`src/rtl/tile_seq_pkg.sv`:
```
// Shared types, sizes and beat-count formulas for the tile sequencer.
// Imported by the interface, the beat counter and the sequencer top.
package tile_seq_pkg;

    localparam int W_ROWS            = 12;
    localparam int W_BEATS_PER_ROW   = 2;
    localparam int IN_BYTES_PER_ROW  = 12;
    localparam int BEAT_BYTES        = 8;
    localparam int OUT_BEATS_PER_ROW = 2;
    localparam int MDIM_W            = 10;
    localparam int TILE_W            = 4;
    localparam int CNT_W             = MDIM_W + 4;

    localparam logic RX_SEL_WEIGHT = 1'b0;
    localparam logic RX_SEL_INPUT  = 1'b1;

    typedef enum logic [2:0] {
        S_IDLE      = 3'd0,
        S_LOAD_W    = 3'd1,
        S_COMPUTE   = 3'd2,
        S_WAIT_CORE = 3'd3,
        S_OUTPUT    = 3'd4,
        S_DONE      = 3'd5
    } state_e;

    function automatic logic [CNT_W-1:0] w_beats();
        return CNT_W'(W_ROWS * W_BEATS_PER_ROW);
    endfunction

    // Round up to whole RX beats.
    function automatic logic [CNT_W-1:0] in_beats(
        input logic [MDIM_W-1:0] m
    );
        logic [CNT_W-1:0] b;
        b = CNT_W'(m) * CNT_W'(IN_BYTES_PER_ROW)
          + CNT_W'(BEAT_BYTES - 1);
        return b >> $clog2(BEAT_BYTES);
    endfunction

    function automatic logic [CNT_W-1:0] out_beats(
        input logic [MDIM_W-1:0] m
    );
        return CNT_W'(m) * CNT_W'(OUT_BEATS_PER_ROW);
    endfunction

endpackage

```
`src/rtl/tile_sequencer_if.sv`:
```
// Stream and core handshake bundle between the sequencer and the datapath.
// master: sequencer side; slave: datapath/stream side.
interface tile_sequencer_if;
    import tile_seq_pkg::*;

    logic rx_beat;
    logic tx_beat;
    logic core_done;
    logic rx_gate;
    logic rx_sel;
    logic core_load_w;
    logic core_compute;
    logic core_acc_mode;
    logic ppu_out_en;

    modport master (
        input  rx_beat, tx_beat, core_done,
        output rx_gate, rx_sel, core_load_w,
        output core_compute, core_acc_mode, ppu_out_en
    );

    modport slave (
        output rx_beat, tx_beat, core_done,
        input  rx_gate, rx_sel, core_load_w,
        input  core_compute, core_acc_mode, ppu_out_en
    );
endinterface

```
`src/rtl/tile_sequencer_beat_counter.sv`:
```
// Down-counter of accepted beats. Ports: clk, rst_n, load_i/load_val_i
// (beats-1), en_i (beat accepted), tc_o (this beat is the last one).
module beat_counter
    import tile_seq_pkg::*;
(
    input  logic             clk,
    input  logic             rst_n,
    input  logic             load_i,
    input  logic [CNT_W-1:0] load_val_i,
    input  logic             en_i,
    output logic             tc_o
);

    logic [CNT_W-1:0] cnt_q, cnt_d;

    always_comb begin
        cnt_d = cnt_q;
        if (load_i)
            cnt_d = load_val_i;
        else if (en_i && cnt_q != '0)
            cnt_d = cnt_q - 1'b1;
    end

    always_ff @(posedge clk or negedge rst_n) begin
        if (!rst_n) cnt_q <= '0;
        else        cnt_q <= cnt_d;
    end

    assign tc_o = en_i && (cnt_q == '0);

endmodule

```
`src/rtl/tile_sequencer.sv`:
```
// Walks a K x N tile grid: weight load, input stream, core wait, output.
// Ports: clk, rst_n, cfg_*_i (control), sif (stream/core), stat_*_o.
module tile_sequencer
    import tile_seq_pkg::*;
(
    input  logic              clk,
    input  logic              rst_n,
    input  logic              cfg_start_i,
    input  logic              cfg_abort_i,
    input  logic [MDIM_W-1:0] cfg_m_dim_i,
    input  logic [TILE_W-1:0] cfg_k_tiles_i,
    input  logic [TILE_W-1:0] cfg_n_tiles_i,
    tile_sequencer_if.master  sif,
    output logic              stat_busy_o,
    output logic              stat_done_o,
    output logic              stat_err_o,
    output logic [TILE_W-1:0] stat_k_idx_o,
    output logic [TILE_W-1:0] stat_n_idx_o
);

    state_e            state_q, state_d;
    logic [MDIM_W-1:0] m_q, m_d;
    logic [TILE_W-1:0] kt_q, kt_d, nt_q, nt_d;
    logic [TILE_W-1:0] k_q, k_d, n_q, n_d;
    logic              done_q, done_d, err_q, err_d;
    logic              acc_q, acc_d;
    logic              load_w_q, load_w_d;
    logic              comp_q, comp_d;

    logic              cnt_load, cnt_en, cnt_tc;
    logic [CNT_W-1:0]  cnt_val;
    logic              cfg_ok;

    assign cfg_ok = (cfg_m_dim_i != '0) && (cfg_k_tiles_i != '0)
                 && (cfg_n_tiles_i != '0);

    // One counter serves every phase; it is reloaded on each phase entry.
    beat_counter u_cnt (
        .clk        (clk),
        .rst_n      (rst_n),
        .load_i     (cnt_load),
        .load_val_i (cnt_val),
        .en_i       (cnt_en),
        .tc_o       (cnt_tc)
    );

    always_comb begin
        state_d  = state_q;
        m_d      = m_q;
        kt_d     = kt_q;
        nt_d     = nt_q;
        k_d      = k_q;
        n_d      = n_q;
        done_d   = done_q;
        err_d    = err_q;
        acc_d    = acc_q;
        load_w_d = 1'b0;
        comp_d   = 1'b0;
        cnt_load = 1'b0;
        cnt_val  = '0;
        cnt_en   = 1'b0;

        unique case (state_q)
            S_LOAD_W, S_COMPUTE: cnt_en = sif.rx_beat;
            S_OUTPUT:            cnt_en = sif.tx_beat;
            default:             cnt_en = 1'b0;
        endcase

        if (cfg_abort_i && state_q != S_IDLE) begin
            state_d  = S_IDLE;
            cnt_load = 1'b1;
            k_d      = '0;
            n_d      = '0;
            acc_d    = 1'b0;
        end else begin
            unique case (state_q)
                S_IDLE: begin
                    if (cfg_start_i && !cfg_abort_i) begin
                        if (cfg_ok) begin
                            m_d      = cfg_m_dim_i;
                            kt_d     = cfg_k_tiles_i;
                            nt_d     = cfg_n_tiles_i;
                            done_d   = 1'b0;
                            err_d    = 1'b0;
                            k_d      = '0;
                            n_d      = '0;
                            state_d  = S_LOAD_W;
                            cnt_load = 1'b1;
                            cnt_val  = w_beats() - 1'b1;
                            load_w_d = 1'b1;
                        end else begin
                            err_d = 1'b1;
                        end
                    end
                end
                S_LOAD_W: begin
                    if (cnt_tc) begin
                        state_d  = S_COMPUTE;
                        cnt_load = 1'b1;
                        cnt_val  = in_beats(m_q) - 1'b1;
                        comp_d   = 1'b1;
                        acc_d    = (k_q != '0);
                    end
                end
                S_COMPUTE: begin
                    if (cnt_tc) state_d = S_WAIT_CORE;
                end
                S_WAIT_CORE: begin
                    if (sif.core_done) begin
                        cnt_load = 1'b1;
                        if (k_q != kt_q - 1'b1) begin
                            k_d      = k_q + 1'b1;
                            state_d  = S_LOAD_W;
                            cnt_val  = w_beats() - 1'b1;
                            load_w_d = 1'b1;
                            acc_d    = 1'b0;
                        end else begin
                            state_d = S_OUTPUT;
                            cnt_val = out_beats(m_q) - 1'b1;
                        end
                    end
                end
                S_OUTPUT: begin
                    if (cnt_tc) begin
                        if (n_q != nt_q - 1'b1) begin
                            n_d      = n_q + 1'b1;
                            k_d      = '0;
                            state_d  = S_LOAD_W;
                            cnt_load = 1'b1;
                            cnt_val  = w_beats() - 1'b1;
                            load_w_d = 1'b1;
                            acc_d    = 1'b0;
                        end else begin
                            state_d = S_DONE;
                            done_d  = 1'b1;
                        end
                    end
                end
                S_DONE:  state_d = S_IDLE;
                default: state_d = S_IDLE;
            endcase
        end
    end

    always_ff @(posedge clk or negedge rst_n) begin
        if (!rst_n) begin
            state_q  <= S_IDLE;
            m_q      <= '0;
            kt_q     <= '0;
            nt_q     <= '0;
            k_q      <= '0;
            n_q      <= '0;
            done_q   <= 1'b0;
            err_q    <= 1'b0;
            acc_q    <= 1'b0;
            load_w_q <= 1'b0;
            comp_q   <= 1'b0;
        end else begin
            state_q  <= state_d;
            m_q      <= m_d;
            kt_q     <= kt_d;
            nt_q     <= nt_d;
            k_q      <= k_d;
            n_q      <= n_d;
            done_q   <= done_d;
            err_q    <= err_d;
            acc_q    <= acc_d;
            load_w_q <= load_w_d;
            comp_q   <= comp_d;
        end
    end

    assign sif.rx_gate       = (state_q == S_LOAD_W)
                            || (state_q == S_COMPUTE);
    assign sif.rx_sel        = (state_q == S_COMPUTE) ? RX_SEL_INPUT
                                                      : RX_SEL_WEIGHT;
    assign sif.core_load_w   = load_w_q;
    assign sif.core_compute  = comp_q;
    assign sif.core_acc_mode = acc_q;
    assign sif.ppu_out_en    = (state_q == S_OUTPUT);

    assign stat_busy_o  = (state_q != S_IDLE) && (state_q != S_DONE);
    assign stat_done_o  = done_q;
    assign stat_err_o   = err_q;
    assign stat_k_idx_o = k_q;
    assign stat_n_idx_o = n_q;

endmodule

```
`src/flat_wrapper.sv`:
```
// flat-port wrapper written by rule: the top's interface ports become plain ports
module tile_sequencer_flat import tile_seq_pkg::*;
  (clk, rst_n, cfg_start_i, cfg_abort_i, cfg_m_dim_i, cfg_k_tiles_i, cfg_n_tiles_i, stat_busy_o, stat_done_o, stat_err_o, stat_k_idx_o, stat_n_idx_o, sif_rx_beat, sif_tx_beat, sif_core_done, sif_rx_gate, sif_rx_sel, sif_core_load_w, sif_core_compute, sif_core_acc_mode, sif_ppu_out_en);
  tile_sequencer_if sif_i ();
  input  logic clk;
  input  logic rst_n;
  input  logic cfg_start_i;
  input  logic cfg_abort_i;
  input  logic [MDIM_W-1:0] cfg_m_dim_i;
  input  logic [TILE_W-1:0] cfg_k_tiles_i;
  input  logic [TILE_W-1:0] cfg_n_tiles_i;
  output logic stat_busy_o;
  output logic stat_done_o;
  output logic stat_err_o;
  output logic [TILE_W-1:0] stat_k_idx_o;
  output logic [TILE_W-1:0] stat_n_idx_o;
  input wire logic [$bits(sif_i.rx_beat)-1:0] sif_rx_beat;
  input wire logic [$bits(sif_i.tx_beat)-1:0] sif_tx_beat;
  input wire logic [$bits(sif_i.core_done)-1:0] sif_core_done;
  output wire logic [$bits(sif_i.rx_gate)-1:0] sif_rx_gate;
  output wire logic [$bits(sif_i.rx_sel)-1:0] sif_rx_sel;
  output wire logic [$bits(sif_i.core_load_w)-1:0] sif_core_load_w;
  output wire logic [$bits(sif_i.core_compute)-1:0] sif_core_compute;
  output wire logic [$bits(sif_i.core_acc_mode)-1:0] sif_core_acc_mode;
  output wire logic [$bits(sif_i.ppu_out_en)-1:0] sif_ppu_out_en;
  assign sif_i.rx_beat = sif_rx_beat;
  assign sif_i.tx_beat = sif_tx_beat;
  assign sif_i.core_done = sif_core_done;
  assign sif_rx_gate = sif_i.rx_gate;
  assign sif_rx_sel = sif_i.rx_sel;
  assign sif_core_load_w = sif_i.core_load_w;
  assign sif_core_compute = sif_i.core_compute;
  assign sif_core_acc_mode = sif_i.core_acc_mode;
  assign sif_ppu_out_en = sif_i.ppu_out_en;
  tile_sequencer u_core (.clk(clk), .rst_n(rst_n), .cfg_start_i(cfg_start_i), .cfg_abort_i(cfg_abort_i), .cfg_m_dim_i(cfg_m_dim_i), .cfg_k_tiles_i(cfg_k_tiles_i), .cfg_n_tiles_i(cfg_n_tiles_i), .sif(sif_i), .stat_busy_o(stat_busy_o), .stat_done_o(stat_done_o), .stat_err_o(stat_err_o), .stat_k_idx_o(stat_k_idx_o), .stat_n_idx_o(stat_n_idx_o));
endmodule
```
`config.mk`:
```
export PLATFORM = sky130hd
export DESIGN_NAME = tile_sequencer_flat
export DESIGN_NICKNAME = d
export VERILOG_FILES = /design/src/rtl/tile_seq_pkg.sv /design/src/rtl/tile_sequencer_if.sv /design/src/rtl/tile_sequencer_beat_counter.sv /design/src/rtl/tile_sequencer.sv /design/src/flat_wrapper.sv
export SDC_FILE = /design/constraint.sdc
export NUM_CORES = 1
export LEC_CHECK = 0
export CORE_MARGIN = 3
export CORE_UTILIZATION = 44
export DETAILED_ROUTE_END_ITERATION = 8
export GPL_ROUTABILITY_DRIVEN = 0
export PLACE_DENSITY_LB_ADDON = 0.1
export SLEW_MARGIN = 20
export SYNTH_ARGS = -nofsm -noshare
export SYNTH_HDL_FRONTEND = slang
export SYNTH_HIERARCHICAL = 1
export SYNTH_SLANG_ARGS = --single-unit
```
`constraint.sdc`:
```
create_clock -name clk -period 3.9 [get_ports clk]
set_clock_uncertainty 0.1 [all_clocks]
set_input_delay 0.39 -clock clk [delete_from_list [all_inputs] [get_ports clk]]
set_output_delay 0.39 -clock clk [all_outputs]
set_load 0.1 [all_outputs]
```
==> metrics.txt <==
worst slack, placed=0.2710 ns; source-to-sink clock delay at the later pin of the worst-skew pair=0.31 ns; Crit path arrival time=3.72 ns; Ys Warns=6; routed vias=3944; area added between synthesis and finish=16.68%; post-synthesis instance area=4290 sq um; count of endpoints failing hold in the final timing report=0; Congestion Overflow GR=0; relative slew slack=33.13%; measured slew at the worst slew-check pin=0.9999 ns; count of flip-flops with a built-in enable after synthesis=0; synthesized area divided by synthesized cell count=8.496 sq um; worst hold path type=in -> async; cell-by-cell listing of the critical path=ha_1 -> fa_1 -> a211o_1 -> a2111oi_4 -> nor3_2 -> nor3_4 -> o2111ai_1 -> a221oi_2 -> o211ai_2 -> o32ai_1 -> nor2_1 -> a31oi_1; count of distinct cell types in the synthesized netlist=76; postcts setup bufs=0; Worst Hold Slack=0.01095 ns; maximum number of pins on one net before global-route repair=27; ratio of cells with drive above 1 in the final layout=12.50%; chip height=104.7 um; gr usage total=19.81%; minimum clock period after layout=3.596 ns; wire length of the first global-routing pass=18.17 mm; final-stage net count=605; Reg2Reg Launch Point=u_core/m_q[1]; proportion of register bits with asynchronous set or reset after synthesis=100.0%; Antenna Cells=0; cell count after synthesis=505; Critical path destination=u_core/u_cnt/cnt_q[13]; Power Density=906.1 nW/um^2; number of fill cells=910; final count of negative-setup-slack endpoints=0; unrepaired setup endpoints after global routing=no; sequential fraction of the synthesis area=28.00%; worst-case clock buffer depth=2; mean number of vias per cell=5.791; final worst path period share=92.20%; cell chosen for the clock root=sky130_fd_sc_hd__clkbuf_8; setup TNS=0 ns; Worst path slowest cell=sky130_fd_sc_hd__fa_1; proportion of power drawn by the clock network=7.4%; number of antenna violations at the first check in global routing=0; clock edge transition at the registers on the reported setup and hold paths=0.10 ns; number of global-route vias before repair=3746; Startpoint Class=flip-flop; end of the worst register-to-register path=u_core/u_cnt/cnt_q[13]; number of H-tree levels=2; total die area=10970 sq um; Worst Path Max Fanout=5; outcome=completed; CP required=4.03 ns; Worst Slack Setup Final=0.3041 ns; number of nets with antenna violations after routing=0; CTS tree=yes; worst setup path start=u_core/m_q[1]; number of sinks on the clock net=48; switching power=2.390 mW; number of remaining DRC errors=0; number of maximum-capacitance constraint violations=0; reported leakage power=2.078 nW; number of detailed-routing iterations run before antenna repair=4; number of buffers created by CTS=5; Comb pwr share=73.2%; Detailed Route Iter0 Violations=331; routed length per instance=16.09 um; CORE AREA=9371 sq um; most used flip-flop cell after synthesis=sky130_fd_sc_hd__dfrtp_1; initial cell density of the core=45.78%; IR Drop Worst-Case VDD=0.4143 mV; drt total wl=10.96 mm; Sw Share=52.69%; number of primary I/O pins=42; Cell Rows=35; cell internal pwr=2.146 mW; flop-to-flop setup slack=0.30 ns; worst setup path category=reg -> reg; share of power burned in registers=19.4%; width of the chip=104.7 um; Port Buffer Count=41; post-detail-place hpwl=8.456 mm; path depth of the worst reg2reg path=12; count of pins over their slew limit=0; number of synthesized register bits=48; synthesized netlist net count=559; endpoint class of the critical path=flip-flop; worst stage delay on the critical path=0.47 ns; f_max=278.1 MHz
-- sequential cells by signal, indices dropped and copies added, names as in the netlist, 3 cells and up --
name	count
u_core/stat_k_idx_o	4
u_core/nt_q	4
u_core/m_q	10
u_core/state_q	3
u_core/u_cnt/cnt_q	14
u_core/kt_q	4
u_core/stat_n_idx_o	4
-- synth_stat cells, drive strengths merged, types with 4 or more instances --
master | n | area, sq um
ha | 28 | 350.3
a21oi | 24 | 123.9
and4 | 5 | 43.79
nand2 | 29 | 108.9
mux2 | 18 | 202.7
nor3b | 5 | 37.54
buf | 10 | 52.55
a21o | 5 | 37.54
xor2 | 8 | 70.07
dfrtp | 48 | 1201
o22ai | 9 | 56.30
and2 | 7 | 43.79
nor2 | 51 | 196.4
o21a | 5 | 37.54
nor3 | 23 | 146.4
clkbuf | 7 | 26.28
and3 | 6 | 37.54
o31ai | 4 | 30.03
or2 | 6 | 37.54
o21ai | 25 | 125.1
a31oi | 13 | 81.33
o41ai | 5 | 51.30
nor4 | 6 | 43.79
nand4 | 12 | 81.33
xnor2 | 29 | 254.0
nor2b | 4 | 25.02
nand2b | 8 | 50.05
or4 | 5 | 37.54
or3 | 7 | 45.05
a211oi | 6 | 45.04
nand3 | 16 | 80.08
inv | 32 | 120.1
-- worst min-delay path by stage --
stage,from,endpoint,depth (start not counted)
global placement,rst_n,u_core/sif.core_compute,1
global route,rst_n,u_core/sif.core_compute,1
CTS,rst_n,u_core/sif.core_compute,1
finish,rst_n,u_core/sif.core_compute,1
detailed placement,rst_n,u_core/sif.core_compute,1
floorplan,rst_n,u_core/kt_q[0],0
-- power groups by stage --
stage               registers [mW]  logic, mW  clock network [mW]
global route                 0.912       3.67               0.363
CTS                          0.883       3.29               0.344
detailed placement           0.893       3.27                   0
finish                       0.880       3.32               0.335
global placement             0.884       3.23                   0
floorplan                    0.926       2.52                   0
-- metal layers --
layer / wire length [um] / global-route usage (%) / vias to the layer above
met1: 5264 / 28.18 / 1914
li1: - / - / 1942
met5: 0 / 0 / -
met4: 102 / 3.843 / 0
met2: 5192 / 32.31 / 80
met3: 400 / 2.718 / 8
-- through the flow --
stage | std cells | utilization, % | power [mW] | cell area, sq um
2_1_floorplan | 505 | - | 3.447 | 4307
3_3_place_gp | 673 | 52.34 | 4.112 | 4905
3_5_place_dp | 673 | 52.34 | 4.165 | 4905
4_1_cts | 681 | 53.36 | 4.514 | 5001
5_1_grt | 681 | 53.42 | 4.946 | 5006
6_report | 681 | 53.42 | 4.536 | 5006
-- area by class of cell --
type                       count  area [sq um]  area share, %
sequential                    48          1201          23.99
clock buffer                   6         82.58          1.650
timing repair buffer          56         515.5          10.30
clock inverter                 2         13.76         0.2749
tap                          129         161.4          3.224
multi-input combinational    408          2908          58.09
inverter                      32         123.9          2.474
-- placed cells by master, fill, tap and decap left out, types with 6 or more instances in the layout --
cell type                         netlist  routed
sky130_fd_sc_hd__ha_1                  28      28
sky130_fd_sc_hd__xnor2_1               29      29
sky130_fd_sc_hd__nand4_1               11      11
sky130_fd_sc_hd__nor3_1                18      17
sky130_fd_sc_hd__clkbuf_8               0       6
sky130_fd_sc_hd__clkdlybuf4s50_1        0      39
sky130_fd_sc_hd__buf_4                  0      16
sky130_fd_sc_hd__a31oi_1               13      13
sky130_fd_sc_hd__a211oi_1               6       6
sky130_fd_sc_hd__nand2_1               29      29
sky130_fd_sc_hd__and3_1                 6       6
sky130_fd_sc_hd__nand3_1               16      16
sky130_fd_sc_hd__and2_1                 7       7
sky130_fd_sc_hd__inv_1                 31      30
sky130_fd_sc_hd__xor2_1                 8       8
sky130_fd_sc_hd__dfrtp_1               48      48
sky130_fd_sc_hd__a21oi_1               23      23
sky130_fd_sc_hd__o22ai_1                9       9
sky130_fd_sc_hd__o21ai_0               20      20
sky130_fd_sc_hd__mux2_2                18      18
sky130_fd_sc_hd__or3_1                  6       6
sky130_fd_sc_hd__nor2_1                49      48
sky130_fd_sc_hd__nand2b_1               8       8
-- critical path, delay by kind of cell (launching register included) --
| family | cells | cell delay [ns] |
|---|---|---|
| flip-flops | 1 | 0.45 |
| AO/OA/AOI/OAI | 7 | 1.73 |
| AND/OR/NAND/NOR | 3 | 0.51 |
| adder cells (fa/ha/maj) | 2 | 0.72 |
-- kinds of logic (layout without fill, tap and decap cells) --
kind of cell    after synthesis  count (layout)  share of synthesized area [%]
buf+inv                      49              96                          4.637
xor+xnor                     37              37                          7.553
compound gates              126             126                          20.56
simple gates                196             196                          25.43
mux                          19              19                          4.958
fa+ha+maj                    30              30                          8.866
flops                        48              48                          28.00
-- repair_timing --
action                     in CTS  in global routing
resized for setup               0                  1
setup endpoints to repair       0                  1
hold buffers                    0                  0
No activity file was read; power rests on OpenSTA's default activity.
